[config.mk]
export PLATFORM = sky130hd
export DESIGN_NAME = axi_slave_regbank
export DESIGN_NICKNAME = d
export VERILOG_FILES = /design/src/rtl/axi_slave_regbank.sv
export SDC_FILE = /design/constraint.sdc
export NUM_CORES = 2
export LEC_CHECK = 0
export BUFFER_PORTS_ARGS = -buffer_cell sky130_fd_sc_hd__buf_2
export CAP_MARGIN = 10
export CORE_MARGIN = 2
export CORE_UTILIZATION = 55
export CTS_BUF_LIST = sky130_fd_sc_hd__clkbuf_2
export CTS_CLUSTER_DIAMETER = 50
export DETAILED_ROUTE_END_ITERATION = 6
export PLACE_DENSITY = 0.81
export SLEW_MARGIN = 15
export SYNTH_ARGS = -nofsm -noshare
export SYNTH_HDL_FRONTEND = slang
export SYNTH_SLANG_ARGS = --single-unit
[constraint.sdc]
create_clock -name clk -period 3.6 [get_ports clk]
set_input_delay 0.18 -clock clk [delete_from_list [all_inputs] [get_ports clk]]
set_output_delay 0.18 -clock clk [all_outputs]
set_load 0.05 [all_outputs]
[src/rtl/axi_slave_regbank.sv]
// axi_slave_regbank
//   AXI slave holding a bank of 2**DEPTH_LOG2 32-bit registers. It sits in a
//   byte-addressed window that starts at BASE_ADDR. Bursts that start outside
//   the window are answered with SLVERR: writes are dropped and reads return 0.
//   The write path (AW/W/B) and the read path (AR/R) are independent state
//   machines that run concurrently.
//
// Ports
//   clk, rstn                       clock (rising edge), async active-low reset
//   SLAVE_WR_ADDR_*                 AW channel: ID, byte address, LEN, BURST, VALID/READY
//   SLAVE_WR_DATA_*                 W channel: data, byte strobes, LAST, VALID/READY
//   SLAVE_WR_BACK_*                 B channel: ID, RESP, VALID/READY
//   SLAVE_RD_ADDR_*                 AR channel: ID, byte address, LEN, BURST, VALID/READY
//   SLAVE_RD_BACK_ID, SLAVE_RD_DATA_* R channel: ID, data, RESP, LAST, VALID/READY
module axi_slave_regbank #(
  parameter int          S_ID       = 4,
  parameter int          DEPTH_LOG2 = 4,
  parameter logic [31:0] BASE_ADDR  = 32'h0000_0000
) (
  input  logic            clk,
  input  logic            rstn,

  input  logic [S_ID-1:0] SLAVE_WR_ADDR_ID,
  input  logic [31:0]     SLAVE_WR_ADDR,
  input  logic [7:0]      SLAVE_WR_ADDR_LEN,
  input  logic [1:0]      SLAVE_WR_ADDR_BURST,
  input  logic            SLAVE_WR_ADDR_VALID,
  output logic            SLAVE_WR_ADDR_READY,

  input  logic [31:0]     SLAVE_WR_DATA,
  input  logic [3:0]      SLAVE_WR_DATA_STRB,
  input  logic            SLAVE_WR_DATA_LAST,
  input  logic            SLAVE_WR_DATA_VALID,
  output logic            SLAVE_WR_DATA_READY,

  output logic [S_ID-1:0] SLAVE_WR_BACK_ID,
  output logic [1:0]      SLAVE_WR_BACK_RESP,
  output logic            SLAVE_WR_BACK_VALID,
  input  logic            SLAVE_WR_BACK_READY,

  input  logic [S_ID-1:0] SLAVE_RD_ADDR_ID,
  input  logic [31:0]     SLAVE_RD_ADDR,
  input  logic [7:0]      SLAVE_RD_ADDR_LEN,
  input  logic [1:0]      SLAVE_RD_ADDR_BURST,
  input  logic            SLAVE_RD_ADDR_VALID,
  output logic            SLAVE_RD_ADDR_READY,

  output logic [S_ID-1:0] SLAVE_RD_BACK_ID,
  output logic [31:0]     SLAVE_RD_DATA,
  output logic [1:0]      SLAVE_RD_DATA_RESP,
  output logic            SLAVE_RD_DATA_LAST,
  output logic            SLAVE_RD_DATA_VALID,
  input  logic            SLAVE_RD_DATA_READY
);

  localparam int DEPTH = 1 << DEPTH_LOG2;
  localparam logic [DEPTH_LOG2-1:0] ADDR_ONE = 1;
  localparam logic [1:0] RESP_OKAY   = 2'b00;
  localparam logic [1:0] RESP_SLVERR = 2'b10;
  localparam logic [1:0] BURST_FIXED = 2'b00;

  typedef enum logic [1:0] {W_IDLE, W_DATA, W_RESP} w_state_t;
  typedef enum logic       {R_IDLE, R_DATA}         r_state_t;

  logic [31:0] regs [DEPTH];

  // Only the word index and the window tag of each address are used.
  logic unused_addr_bits;
  assign unused_addr_bits = ^{SLAVE_WR_ADDR[1:0], SLAVE_RD_ADDR[1:0]};

  function automatic logic in_window(input logic [31:0] addr);
    return addr[31:DEPTH_LOG2+2] == BASE_ADDR[31:DEPTH_LOG2+2];
  endfunction

  // FIXED bursts revisit the same word; every other code walks forward and
  // wraps within the bank.
  function automatic logic [DEPTH_LOG2-1:0] next_addr(input logic [DEPTH_LOG2-1:0] addr,
                                                      input logic [1:0]            burst);
    return (burst == BURST_FIXED) ? addr : addr + ADDR_ONE;
  endfunction

  function automatic logic [31:0] merge_bytes(input logic [31:0] old_word,
                                              input logic [31:0] new_word,
                                              input logic [3:0]  strb);
    logic [31:0] res;
    res = old_word;
    for (int b = 0; b < 4; b++) begin
      if (strb[b]) res[8*b +: 8] = new_word[8*b +: 8];
    end
    return res;
  endfunction

  // ---------------------------------------------------------------- write path
  w_state_t              w_state, w_next;
  logic [S_ID-1:0]       w_id;
  logic [DEPTH_LOG2-1:0] w_addr;
  logic [7:0]            w_len;
  logic [1:0]            w_burst;
  logic                  w_inrange;
  logic [8:0]            w_cnt;
  logic [1:0]            w_resp;
  logic                  aw_ready, wd_ready, b_valid;
  logic                  aw_fire, w_fire, b_fire;

  always_ff @(posedge clk or negedge rstn) begin
    if (!rstn) w_state <= W_IDLE;
    else       w_state <= w_next;
  end

  always_comb begin
    w_next   = w_state;
    aw_ready = 1'b0;
    wd_ready = 1'b0;
    b_valid  = 1'b0;
    case (w_state)
      W_IDLE: begin
        aw_ready = rstn;
        if (SLAVE_WR_ADDR_VALID && rstn) w_next = W_DATA;
      end
      W_DATA: begin
        wd_ready = 1'b1;
        if (SLAVE_WR_DATA_VALID && SLAVE_WR_DATA_LAST) w_next = W_RESP;
      end
      W_RESP: begin
        b_valid = 1'b1;
        if (SLAVE_WR_BACK_READY) w_next = W_IDLE;
      end
      default: w_next = W_IDLE;
    endcase
  end

  assign aw_fire = aw_ready & SLAVE_WR_ADDR_VALID;
  assign w_fire  = wd_ready & SLAVE_WR_DATA_VALID;
  assign b_fire  = b_valid  & SLAVE_WR_BACK_READY;

  always_ff @(posedge clk or negedge rstn) begin
    if (!rstn) begin
      w_id      <= '0;
      w_addr    <= '0;
      w_len     <= '0;
      w_burst   <= '0;
      w_inrange <= 1'b0;
      w_cnt     <= '0;
      w_resp    <= '0;
      for (int i = 0; i < DEPTH; i++) regs[i] <= '0;
    end else begin
      if (aw_fire) begin
        w_id      <= SLAVE_WR_ADDR_ID;
        w_addr    <= SLAVE_WR_ADDR[DEPTH_LOG2+1:2];
        w_len     <= SLAVE_WR_ADDR_LEN;
        w_burst   <= SLAVE_WR_ADDR_BURST;
        w_inrange <= in_window(SLAVE_WR_ADDR);
        w_cnt     <= '0;
      end
      if (w_fire) begin
        if (w_inrange)
          regs[w_addr] <= merge_bytes(regs[w_addr], SLAVE_WR_DATA, SLAVE_WR_DATA_STRB);
        w_addr <= next_addr(w_addr, w_burst);
        // Saturate so an overlong burst can never wrap back onto LEN.
        if (w_cnt != 9'h1FF) w_cnt <= w_cnt + 9'd1;
        // w_cnt is the zero-based index of this beat; OKAY needs LAST exactly on beat LEN.
        if (SLAVE_WR_DATA_LAST)
          w_resp <= (w_inrange && (w_cnt == {1'b0, w_len})) ? RESP_OKAY : RESP_SLVERR;
      end
      if (b_fire) w_resp <= w_resp;
    end
  end

  assign SLAVE_WR_ADDR_READY = aw_ready;
  assign SLAVE_WR_DATA_READY = wd_ready;
  assign SLAVE_WR_BACK_VALID = b_valid;
  assign SLAVE_WR_BACK_ID    = w_id;
  assign SLAVE_WR_BACK_RESP  = w_resp;

  // ----------------------------------------------------------------- read path
  r_state_t              r_state, r_next;
  logic [S_ID-1:0]       r_id;
  logic [DEPTH_LOG2-1:0] r_addr;
  logic [7:0]            r_len;
  logic [7:0]            r_beat;
  logic [1:0]            r_burst;
  logic                  r_inrange;
  logic [1:0]            r_resp;
  logic [31:0]           r_data;
  logic                  ar_ready, r_valid, r_last;
  logic                  ar_fire, r_fire;
  logic                  ar_inrange;
  logic [DEPTH_LOG2-1:0] ar_word, r_addr_nxt;

  always_ff @(posedge clk or negedge rstn) begin
    if (!rstn) r_state <= R_IDLE;
    else       r_state <= r_next;
  end

  assign r_last = (r_beat == r_len);

  always_comb begin
    r_next   = r_state;
    ar_ready = 1'b0;
    r_valid  = 1'b0;
    case (r_state)
      R_IDLE: begin
        ar_ready = rstn;
        if (SLAVE_RD_ADDR_VALID && rstn) r_next = R_DATA;
      end
      R_DATA: begin
        r_valid = 1'b1;
        if (SLAVE_RD_DATA_READY && r_last) r_next = R_IDLE;
      end
      default: r_next = R_IDLE;
    endcase
  end

  assign ar_fire    = ar_ready & SLAVE_RD_ADDR_VALID;
  assign r_fire     = r_valid & SLAVE_RD_DATA_READY;
  assign ar_inrange = in_window(SLAVE_RD_ADDR);
  assign ar_word    = SLAVE_RD_ADDR[DEPTH_LOG2+1:2];
  assign r_addr_nxt = next_addr(r_addr, r_burst);

  // regs is read here with its pre-edge value, so a same-cycle write is not seen.
  always_ff @(posedge clk or negedge rstn) begin
    if (!rstn) begin
      r_id      <= '0;
      r_addr    <= '0;
      r_len     <= '0;
      r_beat    <= '0;
      r_burst   <= '0;
      r_inrange <= 1'b0;
      r_resp    <= '0;
      r_data    <= '0;
    end else if (ar_fire) begin
      r_id      <= SLAVE_RD_ADDR_ID;
      r_addr    <= ar_word;
      r_len     <= SLAVE_RD_ADDR_LEN;
      r_beat    <= '0;
      r_burst   <= SLAVE_RD_ADDR_BURST;
      r_inrange <= ar_inrange;
      r_resp    <= ar_inrange ? RESP_OKAY : RESP_SLVERR;
      r_data    <= ar_inrange ? regs[ar_word] : '0;
    end else if (r_fire && !r_last) begin
      // Prefetch the next beat on the accepting edge so beats run back to back.
      r_addr <= r_addr_nxt;
      r_beat <= r_beat + 8'd1;
      r_data <= r_inrange ? regs[r_addr_nxt] : '0;
    end
  end

  assign SLAVE_RD_ADDR_READY = ar_ready;
  assign SLAVE_RD_DATA_VALID = r_valid;
  assign SLAVE_RD_DATA_LAST  = r_valid & r_last;
  assign SLAVE_RD_BACK_ID    = r_id;
  assign SLAVE_RD_DATA       = r_data;
  assign SLAVE_RD_DATA_RESP  = r_resp;

endmodule

* Yosys cells after proc, flatten, opt, wreduce, memory -nomap -nowiden *
Cells that the tools add are included.

cells by class
  add/subtract/negate cells = 4
  multipliers = 0
  div/mod/pow operators = 0
  $lt $le $gt $ge = 4
  equal/unequal tests = 9
  shift operators = 0
  muxes and demuxes = 53
  bitwise logic cells = 11
  reductions and logical operators = 19

operator list
  kind                 count
  $bwmux 512           1
  $bmux 32 s4          3
  $mux 32              11
  $demux 32 s4         1
  $mux 8               14
  $logic_not 26->1     2
  $mux 9               3
  $mux 4               6
  $ge 5x5->1 const B   3
  $not 4->5            3
  $mux 2               5
  $add 9x1->9 const B  1
  $eq 9x8->1           1
  $ne 9x9->1 const B   1
  $add 4x1->4 const B  2
  $add 8x1->8 const B  1
  $eq 8x8->1           1
  $ne 2x2->1 const B   4
  $logic_and 1x1->1    7
  $mux 1               7
  $and 1x1->1          6
  $logic_not 2->1      3
  $pmux 2 s3           1
  $reduce_and 3->1     2
  other kinds (8)      11

word-level totals
  bits in registers = 606
  bits in latches = 0
  bits in writable memories = 0
  bits in read-only memories = 0
  input bits = 136
  output and inout bits = 50
  memories kept = 0

* Longest topological paths before layout *
  depth after elaboration = 9
  mapped depth = 10

* Worst setup path after synthesis *
OpenSTA, ideal clock, no wires.

  kind = register to register
  start point = register r_state
  end point = register r_data[10], in the netlist SLAVE_RD_DATA[10]
  arrival = 2,554 ps
  setup slack = 922 ps
  stages on the path, launching flop included = 7
  buffers on the path = 1
  clock period less this slack = 2,678 ps
  path through = dfrtp_1 nor2b_1 nand2_1 nand4_1 clkbuf_1 a21oi_1 a211o_1

RTL lines
  item                                                 RTL line  RTL
  start: declaration                                   176       r_state_t r_state, r_next;
  start signal: assignment                             192       else r_state <= r_next;
  $mux 1 (*)                                           201       case (r_state)
  net SLAVE_RD_ADDR_READY                              46        output logic SLAVE_RD_ADDR_READY,
  $and 1x1->1 (*)                                      214       assign ar_fire = ar_ready & SLAVE_RD_ADDR_VALID;
  $mux 32 / $reduce_bool 2->1 (equally long branches)  -
  end signal: assignment                               239       r_data <= ar_inrange ? regs[ar_word] : '0;
  end signal: assignment                               244       r_data <= r_inrange ? regs[r_addr_nxt] : '0;
  end: declaration                                     184       logic [31:0] r_data;

The timed path passes the listed nets; every way through them passes the cells marked *.
A chain may end at the register's enable or synchronous reset.

* Worst setup path in the final report *
  start point = register w_addr[1]
  end point = register regs[414] (netlist bit)

between the ends
  cells in the longest elaborated chain, start to end = 8

RTL lines
  item                                         RTL line  RTL
  start: declaration                           96        logic [DEPTH_LOG2-1:0] w_addr;
  start signal: assignment                     149       w_addr <= SLAVE_WR_ADDR[DEPTH_LOG2+1:2];
  start signal: assignment                     158       w_addr <= next_addr(w_addr, w_burst);
  $not 4->5 (implied by the code) (*)          157       regs[w_addr] <= merge_bytes(regs[w_addr], SLAVE_WR_DATA, SLAVE_WR_DATA_STRB);
  $bmux 32 s4                                  157
  $mux 32 (implied by the code) (2 in series)  157
  $mux 8                                       88        if (strb[b]) res[8*b +: 8] = new_word[8*b +: 8];
  $mux 8                                       156       if (w_inrange)
  $mux 8                                       155       if (w_fire) begin
  $bwmux 512 (*)                               157
  end signal: indexed assignment               157
  end: declaration                             65        logic [31:0] regs [DEPTH];

Mark *: on every way between the ends. The rest lies on a longest branch, timed or not. The select of a mux whose other input is x is not followed.

==> run summary <==
The clock tree root driver cell is sky130_fd_sc_hd__clkbuf_2. In this design, the largest share of critical-path delay is due to buffers and inverters. In this run, the number of DRC markers left after iteration 0 of detailed routing was 3234.

The wire length reported by the detailed router came out at 102600 um. The final period demand of the worst path came out at 3.438 ns. The first global-routing pass estimated 161300 um of wire. Of the cells placed in the final design, the portion with a size suffix greater than 1 is 27.79%.

The final setup violation count came out at 0. The count of endpoints failing hold in the final timing report is 0. The maximum level of the CTS H-tree came out at 4.

At the worst endpoint, the required time is 4.79 ns. The number of port buffers came out at 179. The share of synthesized flip-flops with an asynchronous set or reset is 100.0%.

Headroom to the max-slew limit came out at 26.61%. The clock tree from TritonCTS is done. For this design, the slowest cell found on the critical path is sky130_fd_sc_hd__dlygate4sd3_1. The clock sink count is 604. The clock passes through at most 3 buffers. The post-route cell area came out at 40810 um2.

The wire length per cell came out at 23.39 um. The vertical die dimension is 256.5 um. Leaving out fill and tap cells, the most frequent cell in the layout is sky130_fd_sc_hd__dfrtp_1. The power density over the cells came out at 521.2 nW/um2.

The combinational power share came out at 40.6%. Walking the worst path, the cells encountered are buf_12, mux4_2, mux4_2, mux2i_4, dlygate4sd3_1, a21oi_1. The x dimension of the die came out at 256.5 um.

From synthesis to final layout, the design area changed by 16.33%. In this run the standard cell core region covers 63080 um2. The total DRC errors in the routed layout came out at 0. The placer's final routability congestion estimate is 0.8297. The yosys synthesis warning count is 0. The number of nets in the finished design is 3566. Derived from the worst setup path, the maximum achievable clock frequency is 290.9 MHz. The switching power share of the total is 39.44%.

The post-route antenna net violation count came out at 0. The average cell area after synthesis came out at 11.54 um2. The number of enable-type register cells in the synthesized netlist is 0. The worst path uses 95.50% of the clock period. The kind of critical path is flop to flop.

The category of the worst setup path launch point is a flop. Sequential cells account for 35.2% of the total power. The sort of element at the end of the critical path is a flop. The cell area after technology mapping came out at 35080 um2. The part of the Yosys area used for sequential elements is 43.09%. At the later pin of the worst-skew pair, clock insertion delay measures 1.37 ns.

The effective utilization at floorplan is 55.61%. Setup repair after global routing left no endpoint under its margin. The total of max-cap violations came out at 0. For this run, the leading register cell type out of synthesis is sky130_fd_sc_hd__dfrtp_1. The maximum vdd drop came out at 0.0009414 V. The most numerous cell type found on the critical path is sky130_fd_sc_hd__mux4_2.

In this run, CTS created clock tree buffers numbering 155. Summing over every cut layer, the via total after detailed routing is 28449. In this design, the stage delay of the slowest critical-path cell is 0.98 ns. The max-slew violation total from the final report is 0. Leaving out fill and tap cells, the most frequent cells in the layout are 601 x sky130_fd_sc_hd__dfrtp_1, 547 x sky130_fd_sc_hd__a21oi_1, 532 x sky130_fd_sc_hd__nor2_1.

The maximum fanout along the worst path came out at 44. The sum of negative setup slack is 0 ns. In this run the cell area measured after placement is 36840 um2.

The CTS clock-pin slew for the worst setup and hold paths came out at 0.11 ns. The buffering stage count on the worst path with inverters included is 2. The count of boundary I/O pins is 186. In this run, the clock network consumes 24.2% of the power. The total congestion overflow after global routing came out at 0. The arrival time of the worst setup path is 4.63 ns. In this run the worst hold path is classified as input port to flop. For the pin with the worst max-slew slack, the measured transition is 1.101 ns.

The flip-flop and latch count after synthesis is 604. After legalization and detailed placement, the total HPWL measured 57340 um. The global-route usage over all layers came out at 31.64%. Counting distinct cell types in the post-synthesis netlist gives 49. The net switching power figure came out at 0.008388 W. The number of global-route vias before repair is 29641. The die area came out at 65810 um2. The number of standard-cell rows in the floorplan is 92.

The pin count of the biggest net entering global routing came out at 194. Using the TritonRoute via totals, the vias-per-cell ratio works out to 6.485. The final worst clock skew came out at 0.1028 ns. The pre-antenna-repair detailed-routing pass consisted of 6 iterations. The run finished with clean final reports. The internal power of the cells totals 0.01288 W. The number of antenna violations at the first check in global routing is 2. For this design the static power due to leakage is 18.40 nW. The instance count of the mapped netlist came out at 3039.
[worst paths after layout]
path	start	endpoint	slack [ns]	cells past startpoint
hold / removal	SLAVE_RD_ADDR[3]	r_addr[1]$_DFFE_PN0P_	0.20	5
min in group asynchronous	rstn	regs[502]$_DFFE_PN0P_	0.52	5
hold reg to reg	SLAVE_RD_DATA[24]$_DFFE_PN0P_	SLAVE_RD_DATA[24]$_DFFE_PN0P_	0.49	1
setup / recovery	w_addr[1]$_DFFE_PN0P_	regs[414]$_DFFE_PN0P_	0.16	6
max in group asynchronous	rstn	regs[111]$_DFFE_PN0P_	1.30	7
setup reg to reg	w_addr[1]$_DFFE_PN0P_	regs[414]$_DFFE_PN0P_	0.16	6
[repair_timing]
action | 4_1_cts | 5_1_grt
endpoints found under the setup margin | 0 | 32
setup buffers | 0 | 1
hold buffers | 242 | 0
gates resized for setup | 0 | 2
endpoints found under the hold margin | 1208 | 0
[per-stage QoR]
stage | setup slack [ns] | power (W) | utilization [%] | std cells | hold WS [ns]
global placement | 0.7980 | 0.01551 | 58.41 | 3869 | 0.09168
finish | 0.1619 | 0.02127 | 64.69 | 4387 | 0.1995
global route | 0.05112 | 0.02212 | 64.68 | 4386 | 0.1157
detailed placement | 0.7320 | 0.01559 | 58.41 | 3869 | 0.09271
floorplan | 0.9218 | 0.01324 | - | 3040 | -0.1156
CTS | 0.01948 | 0.02112 | 64.65 | 4383 | 0.03885
[logic make-up after synthesis]
| kind of cell | synth area share (%) |
|---|---|
| adders and majority gates | 0.2854 |
| AOI/OAI and AO/OA | 10.19 |
| muxes | 32.35 |
| xor gates and xnor gates | 0.7491 |
| and+or+nand+nor | 9.417 |
| other | 0.01069 |
| DFF | 43.09 |
| buffers and inverters | 3.913 |
[cells in the mapped netlist, types with 2 or more instances]
cell,n,area [um2]
sky130_fd_sc_hd__a211o_1,31,271.5
sky130_fd_sc_hd__a21oi_1,547,2738
sky130_fd_sc_hd__a22o_1,2,17.52
sky130_fd_sc_hd__a22oi_1,2,15.01
sky130_fd_sc_hd__and2_1,3,18.77
sky130_fd_sc_hd__and3_1,4,25.02
sky130_fd_sc_hd__and4_1,2,17.52
sky130_fd_sc_hd__buf_1,22,82.58
sky130_fd_sc_hd__buf_2,44,220.2
sky130_fd_sc_hd__buf_4,23,172.7
sky130_fd_sc_hd__buf_6,22,247.7
sky130_fd_sc_hd__clkbuf_1,169,634.4
sky130_fd_sc_hd__dfrtp_1,604,15110
sky130_fd_sc_hd__ha_1,8,100.1
sky130_fd_sc_hd__inv_1,3,11.26
sky130_fd_sc_hd__mux2_2,32,360.4
sky130_fd_sc_hd__mux2i_1,166,1662
sky130_fd_sc_hd__mux2i_4,32,720.7
sky130_fd_sc_hd__mux4_2,382,8603
sky130_fd_sc_hd__nand2_1,218,818.3
sky130_fd_sc_hd__nand2b_1,2,12.51
sky130_fd_sc_hd__nand3_1,14,70.07
sky130_fd_sc_hd__nand4_1,12,75.07
sky130_fd_sc_hd__nor2_1,546,2049
sky130_fd_sc_hd__nor2b_1,4,25.02
sky130_fd_sc_hd__nor3_1,2,10.01
sky130_fd_sc_hd__nor3_2,3,30.03
sky130_fd_sc_hd__nor4_1,15,93.84
sky130_fd_sc_hd__o211ai_1,33,247.7
sky130_fd_sc_hd__o21ai_0,36,180.2
sky130_fd_sc_hd__o21ai_1,10,50.05
sky130_fd_sc_hd__xnor2_1,9,78.83
sky130_fd_sc_hd__xor2_1,21,183.9
[worst register-to-register path: stages, from the launching register on]
cell                            delay (ns)
sky130_fd_sc_hd__dfrtp_4              0.69
sky130_fd_sc_hd__buf_12               0.32
sky130_fd_sc_hd__mux4_2               0.42
sky130_fd_sc_hd__mux4_2               0.52
sky130_fd_sc_hd__mux2i_4              0.16
sky130_fd_sc_hd__dlygate4sd3_1        0.98
sky130_fd_sc_hd__a21oi_1              0.17
[per-layer routing]
metal	track usage [%]	wire length [um]	vias to the layer above
met5	0	0	-
met4	17.17	4936	0
met3	7.651	11160	412
met2	51.32	50370	1780
met1	39.50	36130	14154
li1	-	-	12103
[power groups by stage]
stage / registers, W / logic [W] / clock network (W)
final: 0.00749 / 0.00864 / 0.00514
after floorplan: 0.00754 / 0.00571 / 0
after CTS: 0.00749 / 0.00843 / 0.00520
after global placement: 0.00760 / 0.00791 / 0
after global routing: 0.00752 / 0.00903 / 0.00556
after detailed placement: 0.00762 / 0.00797 / 0
[state kept, by name (all words and copies together) (netlist names)]
name,cells
regs,512
SLAVE_RD_DATA,32
w_cnt,9
r_beat,8
r_len,8
w_len,8
SLAVE_RD_BACK_ID,4
SLAVE_WR_BACK_ID,4
r_addr,4
w_addr,4
r_burst,2
w_burst,2
w_state,2
SLAVE_RD_DATA_RESP,1
SLAVE_WR_BACK_RESP,1
r_inrange,1
r_state,1
w_inrange,1
[cell type report]
type	instances	area, um2
multi-input cells	2152	18770
repair buffers	505	4323
diodes	4	10.01
clock inverters	46	376.6
inverters	4	17.52
flip-flops and latches	604	15120
well taps	846	1059
clock buffers	226	1131
fillers	4622	22280
(Power assumes the default switching activity.)
